$ cat src/rtl/toggle_activity_monitor.sv
// Windowed switching-activity and signal-probability monitor for a 1-bit net.
// Counts 0<->1 transitions and 1-samples over win_len valid samples, start/done handshake.
module toggle_activity_monitor #(
    parameter int WIN_W = 16,
    parameter int CNT_W = 16
) (
    input  logic             clk,
    input  logic             rst_n,
    input  logic             start,
    input  logic [WIN_W-1:0] win_len,
    input  logic             abort,
    input  logic             n_7,
    input  logic             sample_valid,
    output logic             busy,
    output logic             done,
    output logic             result_valid,
    output logic [CNT_W-1:0] toggle_cnt,
    output logic [CNT_W-1:0] ones_cnt
);

    localparam logic [1:0] IDLE  = 2'd0;
    localparam logic [1:0] FIRST = 2'd1;
    localparam logic [1:0] RUN   = 2'd2;
    localparam logic [1:0] HOLD  = 2'd3;

    localparam logic [WIN_W-1:0] WIN_ZERO = {WIN_W{1'b0}};
    localparam logic [WIN_W-1:0] WIN_ONE  = {{(WIN_W-1){1'b0}}, 1'b1};
    localparam logic [CNT_W-1:0] CNT_ZERO = {CNT_W{1'b0}};
    localparam logic [CNT_W-1:0] CNT_ONE  = {{(CNT_W-1){1'b0}}, 1'b1};
    localparam logic [CNT_W-1:0] CNT_MAX  = {CNT_W{1'b1}};

    // Counters stick at all-ones instead of wrapping.
    function automatic logic [CNT_W-1:0] sat_inc(input logic [CNT_W-1:0] value,
                                                 input logic             inc);
        logic [CNT_W-1:0] result;
        if (inc && (value != CNT_MAX)) begin
            result = value + CNT_ONE;
        end else begin
            result = value;
        end
        return result;
    endfunction

    logic [1:0]       state_r;
    logic [WIN_W-1:0] win_len_r;
    logic [WIN_W-1:0] remaining_r;
    logic             prev_r;
    logic [CNT_W-1:0] toggle_cnt_r;
    logic [CNT_W-1:0] ones_cnt_r;
    logic             done_r;
    logic             result_valid_r;
    logic             busy_r;

    logic [1:0]       state_nxt_s;
    logic [WIN_W-1:0] win_len_nxt_s;
    logic [WIN_W-1:0] remaining_nxt_s;
    logic             prev_nxt_s;
    logic [CNT_W-1:0] toggle_nxt_s;
    logic [CNT_W-1:0] ones_nxt_s;
    logic             enter_hold_s;

    // Next-state and datapath update; abort overrides everything including start.
    always_comb begin
        state_nxt_s     = state_r;
        win_len_nxt_s   = win_len_r;
        remaining_nxt_s = remaining_r;
        prev_nxt_s      = prev_r;
        toggle_nxt_s    = toggle_cnt_r;
        ones_nxt_s      = ones_cnt_r;
        enter_hold_s    = 1'b0;

        if (abort) begin
            state_nxt_s     = IDLE;
            remaining_nxt_s = WIN_ZERO;
            prev_nxt_s      = 1'b0;
            toggle_nxt_s    = CNT_ZERO;
            ones_nxt_s      = CNT_ZERO;
        end else begin
            case (state_r)
                IDLE, HOLD: begin
                    if (start) begin
                        win_len_nxt_s = win_len;
                        toggle_nxt_s  = CNT_ZERO;
                        ones_nxt_s    = CNT_ZERO;
                        if (win_len == WIN_ZERO) begin
                            state_nxt_s  = HOLD;
                            enter_hold_s = 1'b1;
                        end else begin
                            state_nxt_s = FIRST;
                        end
                    end else begin
                        state_nxt_s = state_r;
                    end
                end
                FIRST: begin
                    if (sample_valid) begin
                        prev_nxt_s      = n_7;
                        ones_nxt_s      = sat_inc(ones_cnt_r, n_7);
                        remaining_nxt_s = win_len_r - WIN_ONE;
                        if (win_len_r == WIN_ONE) begin
                            state_nxt_s  = HOLD;
                            enter_hold_s = 1'b1;
                        end else begin
                            state_nxt_s = RUN;
                        end
                    end else begin
                        state_nxt_s = state_r;
                    end
                end
                RUN: begin
                    if (sample_valid) begin
                        prev_nxt_s      = n_7;
                        toggle_nxt_s    = sat_inc(toggle_cnt_r, n_7 ^ prev_r);
                        ones_nxt_s      = sat_inc(ones_cnt_r, n_7);
                        remaining_nxt_s = remaining_r - WIN_ONE;
                        if (remaining_r == WIN_ONE) begin
                            state_nxt_s  = HOLD;
                            enter_hold_s = 1'b1;
                        end else begin
                            state_nxt_s = RUN;
                        end
                    end else begin
                        state_nxt_s = state_r;
                    end
                end
                default: begin
                    state_nxt_s     = IDLE;
                    remaining_nxt_s = WIN_ZERO;
                    toggle_nxt_s    = CNT_ZERO;
                    ones_nxt_s      = CNT_ZERO;
                end
            endcase
        end
    end

    // State, counters and status flags; flags derive from the next state so outputs stay registered.
    always_ff @(posedge clk or negedge rst_n) begin
        if (!rst_n) begin
            state_r        <= IDLE;
            win_len_r      <= WIN_ZERO;
            remaining_r    <= WIN_ZERO;
            prev_r         <= 1'b0;
            toggle_cnt_r   <= CNT_ZERO;
            ones_cnt_r     <= CNT_ZERO;
            done_r         <= 1'b0;
            result_valid_r <= 1'b0;
            busy_r         <= 1'b0;
        end else begin
            state_r        <= state_nxt_s;
            win_len_r      <= win_len_nxt_s;
            remaining_r    <= remaining_nxt_s;
            prev_r         <= prev_nxt_s;
            toggle_cnt_r   <= toggle_nxt_s;
            ones_cnt_r     <= ones_nxt_s;
            done_r         <= enter_hold_s;
            result_valid_r <= (state_nxt_s == HOLD);
            busy_r         <= (state_nxt_s == FIRST) || (state_nxt_s == RUN);
        end
    end

    assign busy         = busy_r;
    assign done         = done_r;
    assign result_valid = result_valid_r;
    assign toggle_cnt   = toggle_cnt_r;
    assign ones_cnt     = ones_cnt_r;

endmodule

$ cat config.mk
export PLATFORM = sky130hd
export DESIGN_NAME = toggle_activity_monitor
export DESIGN_NICKNAME = d
export VERILOG_FILES = /design/src/rtl/toggle_activity_monitor.sv
export SDC_FILE = /design/constraint.sdc
export NUM_CORES = 1
export LEC_CHECK = 0
export ABC_AREA = 0
export BUFFER_PORTS_ARGS = -buffer_cell sky130_fd_sc_hd__buf_2
export CAP_MARGIN = 30
export CORE_ASPECT_RATIO = 1.75
export CORE_UTILIZATION = 60
export DETAILED_ROUTE_END_ITERATION = 8
export GPL_ROUTABILITY_DRIVEN = 0
export PLACE_DENSITY = 0.92
export SYNTH_ARGS = -nofsm -noshare
export SYNTH_HDL_FRONTEND = slang
export SYNTH_SLANG_ARGS = --single-unit
$ cat constraint.sdc
create_clock -name clk -period 3.8 [get_ports clk]
set_input_delay 0.38 -clock clk [delete_from_list [all_inputs] [get_ports clk]]
set_output_delay 0.38 -clock clk [all_outputs]
set_load 0.05 [all_outputs]
==> results of run 1 <==
synth_stat cells, drive strengths merged, types with 10 or more instances:
library cell	instances	area share
clkbuf	12	0.015
nand4	10	0.015
buf	10	0.016
a21oi	14	0.016
nor4	16	0.026
nor2	44	0.039
mux2	18	0.047
xor2	14	0.029
nand3	19	0.022
inv	12	0.011
nand2	36	0.032
o21ai	25	0.029
dfrtp	70	0.41
a31oi	11	0.016
registers in the layout (all words and copies together), names as in the netlist:
signal        count
toggle_cnt       16
ones_cnt         16
remaining_r      16
done              1
state_r           2
busy              1
result_valid      1
win_len_r        16
prev_r            1
cell type report:
| class | instances | share of cell area |
|---|---|---|
| clock buffer | 15 | 0.05338 |
| clock inverter | 1 | 0.001037 |
| inverter | 12 | 0.009329 |
| multi-input combinational | 356 | 0.4874 |
| sequential | 70 | 0.3628 |
| timing repair buffer | 60 | 0.06427 |
| tap | 84 | 0.02177 |
worst register-to-register path: cells and delay by family (launching register included):
kind            cells  cell delay, ns
fa+ha+maj           1            0.28
compound gates      1            0.20
simple gates        4            1.69
flops               1            0.43
metrics by stage:
stage          area (µm²)  utilization  hold WS, ns  power, mW
3_3_place_gp         4566       0.6611       0.4399      2.222
3_5_place_dp         4566       0.6611       0.4462      2.278
2_1_floorplan        4284            -      0.08441      2.020
6_report             4828       0.6991      0.07951      3.051
5_1_grt              4828       0.6991       0.1193      3.240
4_1_cts              4828       0.6991       0.1015      3.041
power by group through the flow:
stage          clock (mW)  sequential, mW  combinational (mW)
6_report            0.754            1.12                1.18
5_1_grt             0.790            1.14                1.31
4_1_cts             0.762            1.11                1.17
3_5_place_dp            0            1.12                1.16
3_3_place_gp            0            1.10                1.12
2_1_floorplan           0            1.09               0.927
cell families after synthesis:
group / share of synthesized area
buf+inv: 0.04177
mux: 0.06367
xor+xnor: 0.04498
flops: 0.4089
simple gates: 0.2538
compound gates: 0.1606
fa+ha+maj: 0.02629
routing by layer:
layer,track usage,vias up
li1,-,1798
met1,0.3238,1866
met2,0.5320,132
met3,0.07100,37
met4,0.1826,0
met5,0,-
worst min-delay path by stage:
stage	from	end	depth (start not counted)
4_1_cts	rst_n	toggle_cnt[6]	1
2_1_floorplan	rst_n	busy	0
6_report	rst_n	toggle_cnt[6]	1
5_1_grt	rst_n	toggle_cnt[3]	1
3_5_place_dp	rst_n	toggle_cnt[6]	1
3_3_place_gp	rst_n	toggle_cnt[8]	1
==> reports/results.ini, run 1 <==
[job]
cap_violations = 0

[synthesis]
synth_edf_count = 0
synth_ff_type = dfrtp_1
synth.distinct_cells = 65
ys_ff_latch = 70
synth_area_um2 = 4284
synth_nets = 491
syn_avg_cell_area_um2 = 9.313
yosysWarnings = 0
ys_seq_area_frac = 0.4089
ys_async_sr_fraction = 1.000
synthCells = 460

[routing]
drtPass1Iterations = 5
wl_met1_um = 3877
met3_length_um = 468
drt_iter0_drc = 261
wl_met2_um = 5477
drc = 0
drt_wl_total_um = 10280
via_per_inst = 6.410
top_layer = met4
vias = 3833
ant_nets = 0
wl_per_cell_um = 17.19

[worst_setup_path]
startpoint = win_len_r[7]
cp_top_family = simple AND/OR/NAND/NOR gates
cpMaxStageDelayCell = or3_1
cp-start-kind = register
cp.depth = 6
cp_data_required_time_ns = 4.02
crit_type = reg -> reg
endpoint = busy
crit_buf_inv = 0
cpPeakStageDelay_ns = 0.49
path_cells = or3_1 > or3_4 > nor4_1 > a2111oi_0 > nor3_1 > ha_1
worstReg2RegStart = win_len_r[7]
end_kind = register
arrival_ns = 2.94
worstReg2RegEnd = busy
cp_max_fo = 7
reg2reg_depth = 6
rrSetupSlack_ns = 1.08

[place]
dpl.hpwl_um = 7489
dp.cells = 582
dp_slack_ns = 1.125
portBuffers = 56

[cts]
clock_latency_ns = 0.34
cts_tree = done
htree_levels = 3
path_clk_slew_ns = 0.05
post_cts_buffers = 0
cts_root_buf = clkbuf_16
cts_buffers = 9
cts_num_sinks = 70
clockBufferDepth = 2
cts_hold_buf = 0
cts_resized = 0

[power_and_ir_drop]
p_seq_frac = 0.367
p_clk_frac = 0.247
ir_worst_vdd_mv = 0.4311
p_int_mw = 1.864
swShare = 0.3890
p_switching_mw = 1.187
leakage_nw = 2.144
powerDensity_nw_per_um2 = 632.0
comb_power_share = 0.386

[cells_and_area]
nNetsFinal = 540
layout_commonest_cell = dfrtp_1
n_antenna_cell = 0
final_layout_size_suffix_gt1_frac = 0.2004
fillers = 515
regArea_um2 = 1752
multi_input_area_um2 = 2354
fin_cells = 598
final_cell_mix = dfrtp_1, buf_2, nor2_1
area_growth_pct = 12.70

[sta]
skew_ns = 0.005627
rsz0062_at_grt = no
slew_headroom = 0.4441
tightestPinTransition_ns = 0.8263
fin_crit_sh = 0.7158
finalHoldViolations = 0
final.min_clock_period_ns = 2.720
tns_ns = 0
max_freq_ghz = 0.3676
setup_viol = 0
drv_slew = 0
layout_setup_ws_ns = 1.080

[global_route]
antenna_found_initial = 0
grt_pass1_vias = 3879
grt_pass1_wl_um = 17520
grt_max_degree = 43
grt_use_total = 0.3054
grt_overflow = 0

[worst_hold_path]
hp-class = in -> async

[die]
die_area_um2 = 7495
dieHeight_um = 113.8
rows = 40
fp.dieW_um = 65.88
io_pins = 57
fp.coreArea_um2 = 6907
start_util = 0.6203

[outcome]
status = finished clean

No activity file was read; power rests on OpenSTA's default activity.
==> run 2: changes to the inputs <==
Settings changed: ABC_AREA 0 to 1, CORE_UTILIZATION 60 to 54, PLACE_DENSITY 0.92 to 0.87.
Clock period 3.8 ns to 2.5 ns, I/O delays scaled along.
==> reports/results.ini, run 2 <==
[power_and_ir_drop]
leakage_nw = 2.809  ; was 2.144 nW
powerDensity_nw_per_um2 = 1050  ; was 632.0 nW/µm²
ir_worst_vdd_mv = 0.7625  ; was 0.4311 mV

[routing]
drt_iter0_drc = 426  ; was 261
ant_nets = 0  ; unchanged
wl_per_cell_um = 13.83  ; was 17.19 µm
drc = 0  ; unchanged
drtPass1Iterations = 5  ; unchanged
drt_wl_total_um = 12390  ; was 10280 µm
via_per_inst = 5.573  ; was 6.410
vias = 4993  ; was 3833

[job]
cap_violations = 0  ; unchanged

[cells_and_area]
n_antenna_cell = 0  ; unchanged
fin_util = 0.6414  ; was 0.6991
final_cell_mix = nand2_1, nand3_1, nor2_1  ; was dfrtp_1, buf_2, nor2_1
final_layout_size_suffix_gt1_frac = 0.1502  ; was 0.2004
layout_commonest_cell = nand2_1  ; was dfrtp_1
nNetsFinal = 805  ; was 540
area_growth_pct = 14.62  ; was 12.70%
fillers = 743  ; was 515

[worst_setup_path]
reg2reg_depth = 8  ; was 6
cp_data_required_time_ns = 2.71  ; was 4.02 ns
arrival_ns = 2.34  ; was 2.94 ns
endpoint = ones_cnt[4]  ; was busy
rrSetupSlack_ns = 0.37  ; was 1.08 ns
crit_type = reg -> reg  ; unchanged
cp_max_fo = 20  ; was 7
startpoint = ones_cnt[0]  ; was win_len_r[7]
worstReg2RegEnd = ones_cnt[4]  ; was busy
end_kind = register  ; unchanged
cp-start-kind = register  ; unchanged
worstReg2RegStart = ones_cnt[0]  ; was win_len_r[7]

[sta]
tightestPinTransition_ns = 0.5121  ; was 0.8263 ns
max_freq_ghz = 0.4686  ; was 0.3676 GHz
setup_viol = 0  ; unchanged
tns_ns = 0  ; unchanged
finalHoldViolations = 0  ; unchanged
final.min_clock_period_ns = 2.134  ; was 2.720 ns
slew_headroom = 0.6573  ; was 0.4441
rsz0062_at_grt = no  ; unchanged
drv_slew = 0  ; unchanged
fin_crit_sh = 0.8537  ; was 0.7158
skew_ns = 0.01014  ; was 0.005627 ns

[die]
fp.coreArea_um2 = 8671  ; was 6907 µm²
start_util = 0.5596  ; was 0.6203
rows = 45  ; was 40
die_area_um2 = 9383  ; was 7495 µm²
fp.dieW_um = 73.66  ; was 65.88 µm
dieHeight_um = 127.4  ; was 113.8 µm
io_pins = 57  ; unchanged

[synthesis]
synth_nets = 753  ; was 491
synth_edf_count = 0  ; unchanged
syn_avg_cell_area_um2 = 6.720  ; was 9.313 µm²
yosys-top-cells-area = dfrtp_1, nand2_1, nand3_1  ; was dfrtp_1, mux2_2, nor2_1
ys_async_sr_fraction = 1.000  ; unchanged
synthCells = 722  ; was 460
synth.distinct_cells = 34  ; was 65
synth_ff_type = dfrtp_1  ; unchanged
ys_seq_area_frac = 0.3610  ; was 0.4089
synth_area_um2 = 4852  ; was 4284 µm²
synth.largest_area_cell = dfrtp_1  ; unchanged
synth_common_cells = nand2_1, nand3_1, nor2_1  ; was dfrtp_1, nor2_1, nand2_1
yosysWarnings = 0  ; unchanged
synth_most_common_cell = nand2_1  ; was dfrtp_1
ys_ff_latch = 70  ; unchanged
synth_top_area_share = 0.3610  ; was 0.4089

[global_route]
grt_max_degree = 71  ; was 43
grt_use_total = 0.2823  ; was 0.3054
grt_overflow = 0  ; unchanged
antenna_found_initial = 0  ; unchanged
grt_pass1_wl_um = 20700  ; was 17520 µm
grt_pass1_vias = 4641  ; was 3879

[cts]
post_cts_buffers = 0  ; unchanged
clockBufferDepth = 2  ; unchanged
clock_latency_ns = 0.34  ; about the same
cts_root_buf = clkbuf_16  ; unchanged
cts_buffers = 9  ; unchanged
cts_num_sinks = 70  ; unchanged
htree_levels = 3  ; unchanged
cts_tree = done  ; unchanged
cts_resized = 0  ; unchanged
path_clk_slew_ns = 0.07  ; was 0.05 ns

[place]
portBuffers = 56  ; unchanged
dpl.hpwl_um = 8784  ; was 7489 µm

[outcome]
status = finished clean  ; unchanged

[worst_hold_path]
hp-class = in -> reg  ; was in -> async

run 2: cell types whose count changed in the layout (fill, tap and decap cells not counted), moves of 11 or more:
cell / change
nand2_1: +181
nand3_1: +74
inv_1: +72
nor2_1: +46
mux2_2: -16
o21ai_1: +15
o21ai_2: +15
nor4_1: -12
a31oi_1: -11
run 2: layout make-up:
class / instances / area [µm²] / area share
Inverter: 86 / 322.8 / 0.05804
Tap cell: 117 / 146.4 / 0.02632
Timing Repair Buffer: 62 / 340.3 / 0.06119
Multi-Input combinational cell: 545 / 2630 / 0.4729
Clock inverter: 7 / 145.1 / 0.02610
Sequential cell: 70 / 1752 / 0.3150
Clock buffer: 9 / 225.2 / 0.04049
run 2: routing by layer:
metal	routed length, µm	up-vias	GRT usage
met5	0	-	0
met4	477	0	0.1369
met3	618	51	0.04732
met2	6632	213	0.4992
met1	4662	2317	0.3199
li1	-	2412	-
run 2: through the flow:
| step | area (µm²) | hold WS, ns | worst slack (ns) | cells | total power [mW] |
|---|---|---|---|---|---|
| 5_1_grt | 5562 | 0.1864 | 0.1552 | 896 | 6.217 |
| 3_5_place_dp | 5181 | 0.3072 | 0.3915 | 879 | 4.192 |
| 2_1_floorplan | 4852 | -0.04559 | 0.6136 | 722 | 3.691 |
| 3_3_place_gp | 5181 | 0.3026 | 0.4973 | 879 | 4.101 |
| 4_1_cts | 5562 | 0.1758 | 0.3788 | 896 | 5.822 |
| 6_report | 5562 | 0.1764 | 0.3658 | 896 | 5.841 |
run 2: worst max-delay path, stage by stage (launching register included):
cell     delay (ns)
dfrtp_1        0.41
ha_1           0.31
nand3_2        0.17
nor2_1         0.17
nand3_1        0.13
nand3_2        0.25
nand2_2        0.31
nand2_1        0.16
o21ai_1        0.09
run 2: logic make-up after synthesis:
group           Yosys count  share of synthesized area
simple gates            445                     0.3953
buf+inv                 107                    0.09696
compound gates           78                    0.09954
flops                    70                     0.3610
xor+xnor                 12                    0.02166
fa+ha+maj                 9                    0.02321
mux                       1                   0.002321
run 2: repair_timing:
action                                 in CTS  in global routing
hold buffers                                1                  0
endpoints found under the hold margin      70                  0
setup endpoints to repair                   0                  0
run 2: worst min path at each step:
stage / start / to / slack (ns) / cells past startpoint
after floorplan: rst_n / busy / -0.05 / 0
after global placement: rst_n / win_len_r[15] / 0.30 / 2
after detailed placement: rst_n / win_len_r[15] / 0.31 / 2
after CTS: win_len[6] / win_len_r[6] / 0.18 / 2
after global routing: win_len[6] / win_len_r[6] / 0.19 / 2
final: win_len[6] / win_len_r[6] / 0.18 / 2
run 2: power by group:
part           total (mW)  leakage [nW]  internal (mW)  switching (mW)
Combinational        2.49          1.70          0.731            1.76
Clock                1.61         0.176           1.08           0.532
Sequential           1.74         0.933           1.42           0.324
